## config.mk

```make
export PLATFORM = sky130hd
export DESIGN_NAME = manage_hp_param
export DESIGN_NICKNAME = d
export VERILOG_FILES = /design/src/rtl/manage_hp_param.sv
export SDC_FILE = /design/constraint.sdc
export NUM_CORES = 1
export LEC_CHECK = 0
export BUFFER_PORTS_ARGS = -buffer_cell sky130_fd_sc_hd__clkbuf_2
export CORE_UTILIZATION = 44
export DETAILED_ROUTE_END_ITERATION = 12
export PLACE_DENSITY = 0.85
export SLEW_MARGIN = 20
export SYNTH_ARGS = -nofsm -noshare
export SYNTH_HDL_FRONTEND = slang
export SYNTH_SLANG_ARGS = --single-unit
export TNS_END_PERCENT = 100
```

## constraint.sdc

```tcl
create_clock -name CLK -period 2.9 [get_ports CLK]
set_input_delay 0.145 -clock CLK [delete_from_list [all_inputs] [get_ports CLK]]
set_output_delay 0.145 -clock CLK [all_outputs]
set_load 0.01 [all_outputs]
```

## src/rtl/manage_hp_param.sv

```systemverilog
// manage_hp_param
//   Two-player HP manager for the factorization duel. Holds both players' HP,
//   subtracts difficulty-weighted damage on each judged round, runs the
//   IDLE/PLAY/OVER game flow and reports the winner.
// Ports
//   CLK, RST         clock, synchronous active-high reset
//   START            begin a game (IDLE only)
//   RESTART          reload HP and return to IDLE from any state
//   EVT_VALID        HP_IN/DB_IN carry a round result this cycle
//   HP_IN            00 none, 01 self won, 10 enemy won, 11 draw
//   DB_IN            question word; difficulty in DB_IN[LVL_MSB -: LVL_W]
//   MY_HP, ENEMY_HP  current HP of each player
//   RESULT           00 none, 01 self wins, 10 enemy wins, 11 both at 0
//   GAME_OVER        high while in OVER
//   DONE             one-cycle pulse on entry to OVER
//   BUSY             high while in PLAY
module manage_hp_param #(
  parameter int HP_W     = 5,
  parameter int HP_INIT  = 10,
  parameter int DB_W     = 36,
  parameter int LVL_MSB  = 35,
  parameter int LVL_W    = 2,
  parameter int DMG_BASE = 1,
  parameter int DRAW_DMG = 0
) (
  input  logic            CLK,
  input  logic            RST,
  input  logic            START,
  input  logic            RESTART,
  input  logic            EVT_VALID,
  input  logic [1:0]      HP_IN,
  input  logic [DB_W-1:0] DB_IN,
  output logic [HP_W-1:0] MY_HP,
  output logic [HP_W-1:0] ENEMY_HP,
  output logic [1:0]      RESULT,
  output logic            GAME_OVER,
  output logic            DONE,
  output logic            BUSY
);

  localparam int DW = HP_W + 1;
  localparam logic [HP_W-1:0] HP_RST = HP_W'(HP_INIT);

  typedef enum logic [1:0] {S_IDLE, S_PLAY, S_OVER} state_e;

  state_e          state_q, state_d;
  logic [HP_W-1:0] my_q, my_d;
  logic [HP_W-1:0] en_q, en_d;
  logic [1:0]      res_q, res_d;
  logic            done_q, done_d;

  logic [LVL_W-1:0] lvl;
  logic [DW-1:0]    dmg;

  assign lvl = DB_IN[LVL_MSB -: LVL_W];
  assign dmg = DW'(lvl) + DW'(DMG_BASE);

  // Subtract with a floor at zero; compared at DW bits so a damage value
  // wider than the HP register still saturates instead of wrapping.
  function automatic logic [HP_W-1:0] sat_sub(input logic [HP_W-1:0] hp,
                                              input logic [DW-1:0]   d);
    if (d >= {1'b0, hp}) return '0;
    return hp - d[HP_W-1:0];
  endfunction

  always_comb begin
    state_d = state_q;
    my_d    = my_q;
    en_d    = en_q;
    res_d   = res_q;
    done_d  = 1'b0;
    if (RESTART) begin
      state_d = S_IDLE;
      my_d    = HP_RST;
      en_d    = HP_RST;
      res_d   = '0;
    end else begin
      case (state_q)
        S_IDLE: if (START) state_d = S_PLAY;
        S_PLAY: begin
          if (EVT_VALID) begin
            case (HP_IN)
              2'b01: en_d = sat_sub(en_q, dmg);
              2'b10: my_d = sat_sub(my_q, dmg);
              2'b11: begin
                if (DRAW_DMG != 0) begin
                  en_d = sat_sub(en_q, dmg);
                  my_d = sat_sub(my_q, dmg);
                end
              end
              default: ;
            endcase
            // Result is judged on the next-HP values so it lands together
            // with the HP that first reads zero.
            if (my_d == '0 || en_d == '0) begin
              state_d = S_OVER;
              res_d   = {my_d == '0, en_d == '0};
              done_d  = 1'b1;
            end
          end
        end
        S_OVER: ;
        default: state_d = S_IDLE;
      endcase
    end
  end

  always_ff @(posedge CLK) begin
    if (RST) begin
      state_q <= S_IDLE;
      my_q    <= HP_RST;
      en_q    <= HP_RST;
      res_q   <= '0;
      done_q  <= 1'b0;
    end else begin
      state_q <= state_d;
      my_q    <= my_d;
      en_q    <= en_d;
      res_q   <= res_d;
      done_q  <= done_d;
    end
  end

  assign MY_HP     = my_q;
  assign ENEMY_HP  = en_q;
  assign RESULT    = res_q;
  assign DONE      = done_q;
  assign BUSY      = (state_q == S_PLAY);
  assign GAME_OVER = (state_q == S_OVER);

endmodule

```

==> results of run 1 <==
[layer usage]
metal | GRT usage | vias up | wire length, um
met3 | 0.0614 | 5 | 127
met4 | 0.0676 | 0 | 23
met1 | 0.257 | 519 | 1140
met5 | 0 | - | 0
met2 | 0.406 | 34 | 1370
li1 | - | 562 | -
[sequential cells by signal (all words and copies together), names as in the netlist]
register and flops:
DONE 1, ENEMY_HP 5, MY_HP 5, RESULT 2, state_q 2
[final cells by class]
class,instances,share of cell area
multi-input combinational,113,0.590
inverter,10,0.0299
sequential,15,0.240
timing repair buffer,23,0.0918
tap,28,0.0279
clock buffer,4,0.0210
[cells in the mapped netlist (2+ instances only)]
cell type,count
or3_1,3
a22oi_1,2
inv_1,9
dfxtp_1,15
a221o_1,2
nand3_1,4
o31ai_1,2
and3_1,2
nor2_1,16
and2_1,5
a21o_1,3
a21oi_1,9
o21ai_1,2
nor2b_1,7
o21a_1,2
o21ai_0,5
a31oi_1,2
xnor2_1,3
nand2_1,11
nor3_1,8
ha_1,7
[where the power goes]
| part | internal [mW] | switching, mW | total [mW] |
|---|---|---|---|
| Clock | 0.0535 | 0.0661 | 0.120 |
| Combinational | 0.0380 | 0.0563 | 0.0942 |
| Sequential | 0.207 | 0.00128 | 0.208 |
[logic make-up after synthesis]
group,count (synthesis)
AOI/OAI and AO/OA,40
xor gates and xnor gates,3
adders and majority gates,7
buffers and inverters,12
DFF,15
muxes,1
and+or+nand+nor,62
[final timing paths]
path / start / end / slack [ps] / depth (start not counted)
setup reg to reg: ENEMY_HP[2] / RESULT[1] / 510 / 8
setup / recovery: ENEMY_HP[2] / RESULT[1] / 510 / 8
hold / removal: EVT_VALID / state_q[0] / 90 / 2
hold reg to reg: RESULT[0] / RESULT[0] / 480 / 2
[worst max-delay path, cell delays in order, from the launching register on]
cell,delay (ps)
dfxtp_1,350
ha_1,380
and2_1,210
a32o_1,230
a211oi_2,340
nor3_1,90
a221oi_1,370
a31oi_1,140
o21a_1,180
[layout by cell type, fill, tap and decap left out, types with 3 or more instances in the layout]
cell / instances
a21o_1: 3
a21oi_1: 9
and2_1: 5
clkbuf_2: 23
clkbuf_4: 3
dfxtp_1: 15
ha_1: 7
inv_1: 9
nand2_1: 11
nand3_1: 4
nor2_1: 16
nor2b_1: 7
nor3_1: 8
o21ai_0: 5
or3_1: 3
xnor2_1: 3
==> key figures, run 1 <==
Pwr
  • Power Total: 422 uW
  • Static Leak: 0.534 nW
  • VDD IR max: 0.000311 V
  • Pwr per Cell Area: 337 nW/um^2

Layout
  • Finished layout cell area: 1250 um^2
  • Multi-input gate area in the final layout: 739 um^2
  • Syn-to-layout area delta: 14.8%
  • Fillcell total: 198
  • Non-filler cells, final: 193
  • Sequential Area: 300 um^2
  • Share of cells above drive strength 1: 0.194
  • Antenna cells: 0
  • Fin util: 0.551
  • Final nets: 216

STA
  • Final period util: 0.825
  • Clk_skew: 4.09 ps
  • Worst-Margin Slew: 507 ps
  • Post-layout min period: 2390 ps
  • RSZ-0062 raised after global routing: false
  • PnR worst setup slack: 506 ps
  • Setup TNS: 0 ps
  • Final hold vios: 0
  • Fin Hold WS: 90.3 ps
  • Final setup vio count: 0
  • Slew Limit Fails: 0
  • Fmax: 418 MHz
  • Rel. slew slack: 0.661

Floorplan
  • Core area: 2280 um^2
  • Row count: 17
  • Width of the die: 51.8 um
  • Die area: 2690 um^2
  • Ports: 58
  • Die height: 51.8 um
  • Initial core utilization: 0.480

Synth
  • Top post-synthesis cells by area: dfxtp_1 (27%), ha_1 (8.0%), nor2_1 (5.5%)
  • Post-synthesis area per instance: 7.80 um^2
  • Synth top area share: 0.275
  • Synth unique cells: 42
  • Post-synthesis adder-cell area fraction: 0.0802
  • Post-Synth XOR/XNOR Area: 0.0241
  • Sequential area share after synthesis: 0.275
  • Synth Flop Type: dfxtp_1
  • Asr flop ratio synth: 0
  • Syn Nets: 190
  • Compound-Gate Fraction of Synth Area: 0.269
  • Seq cells post-synth: 15
  • Main combinational cell family by area after synthesis: simple AND/OR/NAND/NOR gates
  • Yosys warning total: 0
  • Post-synthesis simple-gate area fraction: 0.294
  • Area leader, netlist: dfxtp_1
  • Mux cell area share after synthesis: 0.00916
  • Synth Cell Area: 1090 um^2
  • Synth Instances: 140
  • EDFF count, synth: 0

Detailed routing
  • Initial DRC count: 44
  • TritonRoute pass-1 iters: 4
  • Routed Antenna Nets: 0
  • Routed length per instance: 13.8 um
  • Vias: 1120
  • Routed WL: 2.66 mm
  • Vias/cell: 5.80
  • DRC violations left: 0

Clocking
  • Post CTS Setup Buffer Count: 0
  • Worst skew pair latency: 290 ps
  • Bufs on Longest Clock Path: 2
  • PostCTS Resize Cnt: 0
  • CTS Buf Count: 3
  • Clock-pin slew on the worst setup and hold paths: 90 ps
  • CTS sink cnt: 15
  • Clk root buf: clkbuf_4
  • CTS tree: done
  • Hold Buf Count CTS: 0
  • H-tree depth: 1

Global routing
  • Vias in the first global route: 1065
  • Initial antenna violation count: 0
  • First-pass GRT wire length: 4.55 mm
  • Gr usage total: 0.226
  • Largest net degree at the start of global routing: 13
  • Congestion Overflow GR: 0

Worst setup path
  • Crit path kind: flip-flop to flip-flop
  • Critical path required time: 3090 ps
  • Worst Path Arrival: 2580 ps
  • Startpoint Class: flip-flop
  • CP Capture Type: flip-flop
  • CP max FO: 6

Hold path
  • Hold WC Path Type: input pin to flip-flop

Place
  • Dpl ws: 423 ps
  • I/O Buffers: 23
  • Placer Congestion: 0.920
  • Placement Cell Area: 1230 um^2
  • DP Wirelength: 2.07 mm
  • Dpl cells: 189

Job
  • Max-Cap Viols: 0

Status
  • Status: finished clean
No activity file was read; power rests on OpenSTA's default activity.
==> run 2, diff against run 1 <==
--- a/config.mk
+++ b/config.mk
@@ -5,10 +5,11 @@
 export SDC_FILE = /design/constraint.sdc
 export NUM_CORES = 1
 export LEC_CHECK = 0
+export ABC_AREA = 1
 export BUFFER_PORTS_ARGS = -buffer_cell sky130_fd_sc_hd__clkbuf_2
-export CORE_UTILIZATION = 44
+export CORE_UTILIZATION = 41
 export DETAILED_ROUTE_END_ITERATION = 12
-export PLACE_DENSITY = 0.85
+export PLACE_DENSITY = 0.82
 export SLEW_MARGIN = 20
 export SYNTH_ARGS = -nofsm -noshare
 export SYNTH_HDL_FRONTEND = slang
==> constraint.sdc (replaced) <==
create_clock -name CLK -period 2 [get_ports CLK]
set_input_delay 0.1 -clock CLK [delete_from_list [all_inputs] [get_ports CLK]]
set_output_delay 0.1 -clock CLK [all_outputs]
set_load 0.01 [all_outputs]
==> run 2 against run 1 <==
Via count is 8.7% higher. Register-to-register slack worse by 330 ps. Non-clock buffer count is 12 higher.
==> key figures, run 2 <==
Synth
  • Asr flop ratio synth: 0 (unchanged)
  • Top post-synthesis cells by area: dfxtp_1 (26%), nand2_1 (12%), inv_1 (8.2%)
  • Seq cells post-synth: 15 (unchanged)
  • Syn Nets: 225 (+18%)
  • Most common cell in the synthesized netlist: nand2_1
  • Area leader, netlist: dfxtp_1
  • Post-synthesis area per instance: 6.56 um^2 (-16%)
  • Synth top area share: 0.261 (-0.0135)
  • Yosys warning total: 0 (unchanged)
  • Sequential area share after synthesis: 0.261 (-0.0135)
  • Synth Cell Area: 1150 um^2 (+5.2%)
  • Synth Instances: 175 (+25%)
  • Synth Flop Type: dfxtp_1
  • Synth unique cells: 28 (-33%)
  • EDFF count, synth: 0 (unchanged)
  • Synth cell count leaders: nand2_1 (36), inv_1 (25), dfxtp_1 (15), nor2_1 (14), nand3_1 (13)

Pwr
  • Internal: 457 uW (+53%)
  • Sequential share of power: 0.454 (-0.039)
  • Power share of the clock group: 0.258 (-0.025)
  • Combinational Power Share: 0.288 (+0.065)
  • VDD IR max: 0.000364 V (+17%)
  • Switching share of power: 0.319 (+0.0257)
  • Power Total: 670 uW (+59%)
  • Static Leak: 0.748 nW (+40%)
  • Pwr per Cell Area: 459 nW/um^2 (+36%)
  • P_sw: 214 uW (+73%)

Clocking
  • Clock-pin slew on the worst setup and hold paths: 90 ps (about the same)
  • CTS Buf Count: 3 (unchanged)
  • Clk root buf: clkbuf_4
  • Hold Buf Count CTS: 0 (unchanged)
  • Worst skew pair latency: 280 ps (about the same)
  • Bufs on Longest Clock Path: 2 (unchanged)
  • H-tree depth: 1 (unchanged)
  • CTS tree: done
  • CTS sink cnt: 15 (unchanged)

Floorplan
  • Die height: 54.9 um (+6.0%)
  • Row count: 18 (+1)
  • Die area: 3020 um^2 (+12%)
  • Ports: 58 (unchanged)
  • Initial core utilization: 0.447 (-0.0326)
  • Core area: 2570 um^2 (+13%)
  • Width of the die: 54.9 um (+6.0%)

Layout
  • Syn-to-layout area delta: 27.1%
  • Commonest non-fill, non-tap cell in the layout: nand2_1
  • Antenna cells: 0 (unchanged)
  • Fin util: 0.569 (+0.0179)
  • Share of cells above drive strength 1: 0.363 (+0.169)
  • Fillcell total: 255 (+29%)
  • Most frequent cells in the layout: nand2_1 (35), inv_1 (23), clkbuf_2 (23), nor2_1 (14)
  • Finished layout cell area: 1460 um^2 (+16%)
  • Final nets: 263 (+22%)

Place
  • DP Wirelength: 2.06 mm (-0.71%)
  • I/O Buffers: 23 (unchanged)
  • Placement Cell Area: 1370 um^2 (+11%)
  • Placer Congestion: 0.883 (-4.1%)

Global routing
  • First-pass GRT wire length: 4.12 mm (-9.6%)
  • Gr usage total: 0.189 (-0.0372)
  • Congestion Overflow GR: 0 (unchanged)
  • Initial antenna violation count: 0 (unchanged)
  • Vias in the first global route: 1028 (-3.5%)
  • Largest net degree at the start of global routing: 14 (+1)

Worst setup path
  • CP Capture Type: flip-flop
  • Critical path required time: 2170 ps (-920 ps)
  • Crit path kind: flip-flop to flip-flop
  • Startpoint Class: flip-flop
  • CP max FO: 5 (-1)
  • Worst Path Arrival: 1990 ps (-590 ps)

STA
  • Setup TNS: 0 ps (unchanged)
  • Worst-Margin Slew: 329 ps (-179 ps)
  • Rel. slew slack: 0.775 (+0.114)
  • Post-layout min period: 1820 ps (-571 ps)
  • Clk_skew: 9.35 ps (+5.26 ps)
  • Slew Limit Fails: 0 (unchanged)
  • Final setup vio count: 0 (unchanged)
  • Fmax: 549 MHz (+31%)
  • Final period util: 0.911 (+0.0859)
  • Final hold vios: 0 (unchanged)

Detailed routing
  • Vias: 1217 (+8.7%)
  • Initial DRC count: 12 (-73%)
  • Routed Antenna Nets: 0 (unchanged)
  • Routed length per instance: 10.5 um (-24%)
  • TritonRoute pass-1 iters: 4 (unchanged)
  • Routed WL: 2.53 mm (-4.6%)
  • Vias/cell: 5.03 (-13%)
  • DRC violations left: 0 (unchanged)

Job
  • Max-Cap Viols: 0 (unchanged)

Hold path
  • Hold WC Path Type: input pin to flip-flop

Status
  • Status: finished clean
## run 2: repair_timing
item / 4_1_cts / 5_1_grt
resized for setup: 0 / 14
buffers inserted: 0 / 2
setup endpoints to repair: 0 / 5
hold endpoints to repair: 0 / 0
## run 2: logic make-up (layout without fill, tap and decap cells)
kind of cell,Yosys count,count (layout),share of synthesized area
and+or+nand+nor,87,87,0.377
AOI/OAI and AO/OA,29,29,0.152
muxes,2,2,0.0174
buffers and inverters,35,72,0.115
adders and majority gates,7,7,0.0762
DFF,15,15,0.261
## run 2: worst max-delay path, cell delays in order, from the launching register on
cell and delay (ps):
dfxtp_4 370, inv_2 50, nand2_1 60, and2_4 170
ha_1 180, inv_1 70, nand2_1 60, nand2_1 90
nand3_1 70, nand2_1 80, inv_2 40, o21ai_2 140
nand3_2 80, nand2_2 80, nand2_1 50, nand2_1 60
a21oi_2 50
## run 2: path summary, 6_finish.rpt
kind	startpoint	endpoint	slack [ps]	cells past startpoint
max	MY_HP[1]	state_q[0]	180	16
min	START	state_q[0]	110	3
min reg2reg	RESULT[1]	RESULT[1]	480	2
max reg2reg	MY_HP[1]	state_q[0]	180	16
## run 2: layer usage
metal	GRT usage	up-vias	share of wire
met5	0	-	0
met1	0.246	544	0.48
met4	0.0833	0	0.0067
met3	0.0164	4	0.047
li1	-	643	-
met2	0.317	26	0.47
## run 2: stage by stage
step                worst slack (ps)  hold slack (ps)  cells
global placement               -64.1              401    236
detailed placement             -90.5              402    236
global route                   -4.93              122    242
CTS                             83.3             98.9    240
floorplan                        187              282    175
finish                           177              107    242
## run 2: final cells by class
type	instances	area, um^2	share of cell area
Clock buffer	4	26.3	0.0180
Inverter	33	124	0.0848
Multi-Input combinational cell	125	758	0.519
Sequential cell	15	309	0.212
Tap cell	30	37.5	0.0257
Timing Repair Buffer	35	205	0.141
## run 2: power groups by stage
stage / sequential [mW] / clock (mW) / combinational, mW
6_report: 0.305 / 0.173 / 0.193
5_1_grt: 0.305 / 0.189 / 0.218
4_1_cts: 0.307 / 0.177 / 0.183
3_5_place_dp: 0.314 / 0 / 0.182
3_3_place_gp: 0.313 / 0 / 0.178
2_1_floorplan: 0.315 / 0 / 0.127
==> run 3, diff against run 2 <==
--- a/config.mk
+++ b/config.mk
@@ -7,6 +7,7 @@
 export LEC_CHECK = 0
 export ABC_AREA = 1
 export BUFFER_PORTS_ARGS = -buffer_cell sky130_fd_sc_hd__clkbuf_2
+export CORE_MARGIN = 2
 export CORE_UTILIZATION = 41
 export DETAILED_ROUTE_END_ITERATION = 12
 export PLACE_DENSITY = 0.82
==> run 3 against run 2 <==
Setup slack got worse by 31 ps. Hold slack got worse by 24 ps. Sequential power about the same. Clock skew decreased by 0.94 ps. Critical path depth decreased by 1. Sequential share of layout area increased by 0.54 points. Flip-flop and latch count unchanged. Final area decreased by 3.7%. Via count decreased by 4.0%. Non-clock buffer count decreased by 4. Global-route usage decreased by 3.3 points. Critical path type unchanged. Highest routed layer unchanged.
==> key figures, run 3 (same netlist as run 2, synthesis figures left out) <==
Layout
  • Share of cells above drive strength 1: 0.332 (-0.0315)
  • Syn-to-layout area delta: 22.4%
  • Most frequent cells in the layout: nand2_1 (34), inv_1 (25), clkbuf_2 (23), nor2_1 (14)
  • Final nets: 259 (-1.5%)
  • Antenna cells: 0 (unchanged)
  • Finished layout cell area: 1410 um^2 (-3.7%)
  • Commonest non-fill, non-tap cell in the layout: nand2_1
  • Fin util: 0.519 (-0.0498)

Pwr
  • Power share of the clock group: 0.271 (+0.013)
  • Sequential share of power: 0.453 (about the same)
  • Switching share of power: 0.331 (+0.0126)
  • Combinational Power Share: 0.275 (-0.013)
  • Internal: 451 uW (-1.2%)
  • P_sw: 223 uW (+4.6%)
  • Pwr per Cell Area: 480 nW/um^2 (+4.5%)
  • Static Leak: 0.728 nW (-2.7%)
  • VDD IR max: 0.000334 V (-8.2%)

Detailed routing
  • Routed length on met3: 116 um (-1.7%)
  • M1 wire length: 1.24 mm (+2.6%)
  • Highest routed layer: met4
  • WL met2: 1.13 mm (-4.7%)
  • TritonRoute pass-1 iters: 4 (unchanged)
  • Routed WL: 2.53 mm (-0.36%)
  • Vias: 1168 (-4.0%)
  • Initial DRC count: 28 (+16)
  • Routed Antenna Nets: 0 (unchanged)
  • Routed length per instance: 10.6 um (+0.90%)
  • DRC violations left: 0 (unchanged)
  • Vias/cell: 4.89 (-2.8%)

Worst setup path
  • Crit path kind: flip-flop to flip-flop
  • Reg2reg path depth: 15 (-1)
  • Startpoint Class: flip-flop
  • Most frequent CP cell: nand2_1
  • R2R Setup Slk: 150 ps (-30 ps)
  • CP Capture Type: flip-flop
  • Slowest-stage cell, CP: dfxtp_2
  • Worst Setup SP: MY_HP[1]
  • Cell Chain, Critical Path: inv_2 > nand2_1 > and2_4 > ha_1 > inv_1 > nand2_1 > nand2_1 > nand2_1 > a21oi_2 > o21ai_2 > nand3_1 > nand2_2 > nand2_1 > nand2_1 > a21oi_2
  • Worst reg2reg endpoint: state_q[0]
  • Worst Path Arrival: 2080 ps (+90 ps)
  • Critical R2R Launch: MY_HP[1]
  • Critical path required time: 2230 ps (+60 ps)
  • Family with the most delay on the worst path: simple AND/OR/NAND/NOR gates
  • Worst path buffer plus inverter count: 2 (-1)
  • CP Depth: 15 (-1)
  • Worst Setup EP: state_q[0]
  • Slowest stage delay, CP: 360 ps (about the same)
  • CP max FO: 5 (unchanged)

Job
  • Max-Cap Viols: 0 (unchanged)

Floorplan
  • Core area: 2710 um^2 (+5.6%)
  • Ports: 58 (unchanged)
  • Die height: 56.9 um (+3.6%)
  • Die area: 3240 um^2 (+7.4%)
  • Row count: 19 (+1)
  • Initial core utilization: 0.424 (-0.0235)
  • Width of the die: 56.9 um (+3.6%)

Hold path
  • Min-delay src: START
  • Hold WC Path Type: input pin to flip-flop

STA
  • Fmax: 540 MHz (-1.7%)
  • Final setup vio count: 0 (unchanged)
  • Final period util: 0.927 (+0.0153)
  • Clk_skew: 8.41 ps (-0.941 ps)
  • Slew Limit Fails: 0 (unchanged)
  • RSZ-0062 raised after global routing: false
  • Worst-Margin Slew: 432 ps (+103 ps)
  • Final hold vios: 0 (unchanged)
  • Rel. slew slack: 0.711 (-0.0634)
  • Post-layout min period: 1850 ps (+30.7 ps)

Clocking
  • H-tree depth: 1 (unchanged)
  • CTS Buf Count: 3 (unchanged)
  • Worst skew pair latency: 300 ps (+20 ps)
  • Bufs on Longest Clock Path: 2 (unchanged)
  • Clk root buf: clkbuf_4
  • Clock-pin slew on the worst setup and hold paths: 100 ps (about the same)
  • CTS tree: done
  • CTS sink cnt: 15 (unchanged)

Place
  • DP Wirelength: 2.08 mm (+1.0%)
  • I/O Buffers: 23 (unchanged)
  • Placement Cell Area: 1350 um^2 (-1.0%)
  • Placer Congestion: 0.853 (-3.4%)

Global routing
  • Congestion Overflow GR: 0 (unchanged)
  • Gr usage total: 0.156 (-0.0332)
  • Largest net degree at the start of global routing: 14 (unchanged)
  • Vias in the first global route: 1009 (-1.8%)
  • Initial antenna violation count: 0 (unchanged)
  • First-pass GRT wire length: 4.09 mm (-0.68%)

Status
  • Status: finished clean
==> run 3: cell count changes in the layout (fill, tap and decap cells not counted), sizes merged <==
cell,delta
clkbuf,-1
buf,-4
clkinvlp,+1
==> run 3: through the flow <==
stage / setup TNS [ps] / std cells / setup WS, ps / hold WS (ps) / power, mW
finish: 0 / 239 / 147 / 83.1 / 0.675
floorplan: 0 / 175 / 187 / 282 / 0.441
global route: 0 / 239 / 1.34 / 103 / 0.712
detailed placement: -247 / 235 / -82.7 / 396 / 0.493
global placement: -116 / 235 / -47.5 / 399 / 0.489
CTS: 0 / 239 / 96.5 / 82.2 / 0.675
==> run 3: final cells by class <==
type	count	area (um^2)
Sequential cell	15	305
Tap cell	31	38.8
Clock inverter	1	7.51
Multi-Input combinational cell	125	731
Timing Repair Buffer	31	175
Clock buffer	3	22.5
Fill cell	282	1300
Inverter	33	126
==> run 3: per-layer routing <==
| metal | up-vias | GRT usage |
|---|---|---|
| met5 | - | 0 |
| met4 | 0 | 0.0498 |
| met3 | 5 | 0.0204 |
| met2 | 23 | 0.263 |
| met1 | 506 | 0.208 |
| li1 | 634 | - |
==> run 3: worst min path at each step <==
stage | end | slack (ps) | cells past startpoint
global placement | state_q[0] | 400 | 3
finish | state_q[0] | 80 | 3
CTS | state_q[0] | 80 | 3
detailed placement | state_q[0] | 400 | 3
floorplan | ENEMY_HP[1] | 280 | 2
global route | state_q[0] | 100 | 3
==> run 3: timing repair <==
action                     4_1_cts  5_1_grt
hold buffers                     0        0
buffers inserted                 0        0
setup endpoints to repair        0        5
gates resized for setup          0        9
==> run 3: tightest hold or removal path, stage by stage <==
cell	delay, ps
clkbuf_2	80
nand3_1	100
a21oi_2	60
==> run 3: power groups by stage <==
stage,logic (mW),registers [mW],clock network [mW]
6_report,0.186,0.306,0.183
5_1_grt,0.209,0.306,0.197
4_1_cts,0.180,0.307,0.188
3_5_place_dp,0.180,0.314,0
3_3_place_gp,0.175,0.314,0
2_1_floorplan,0.127,0.315,0
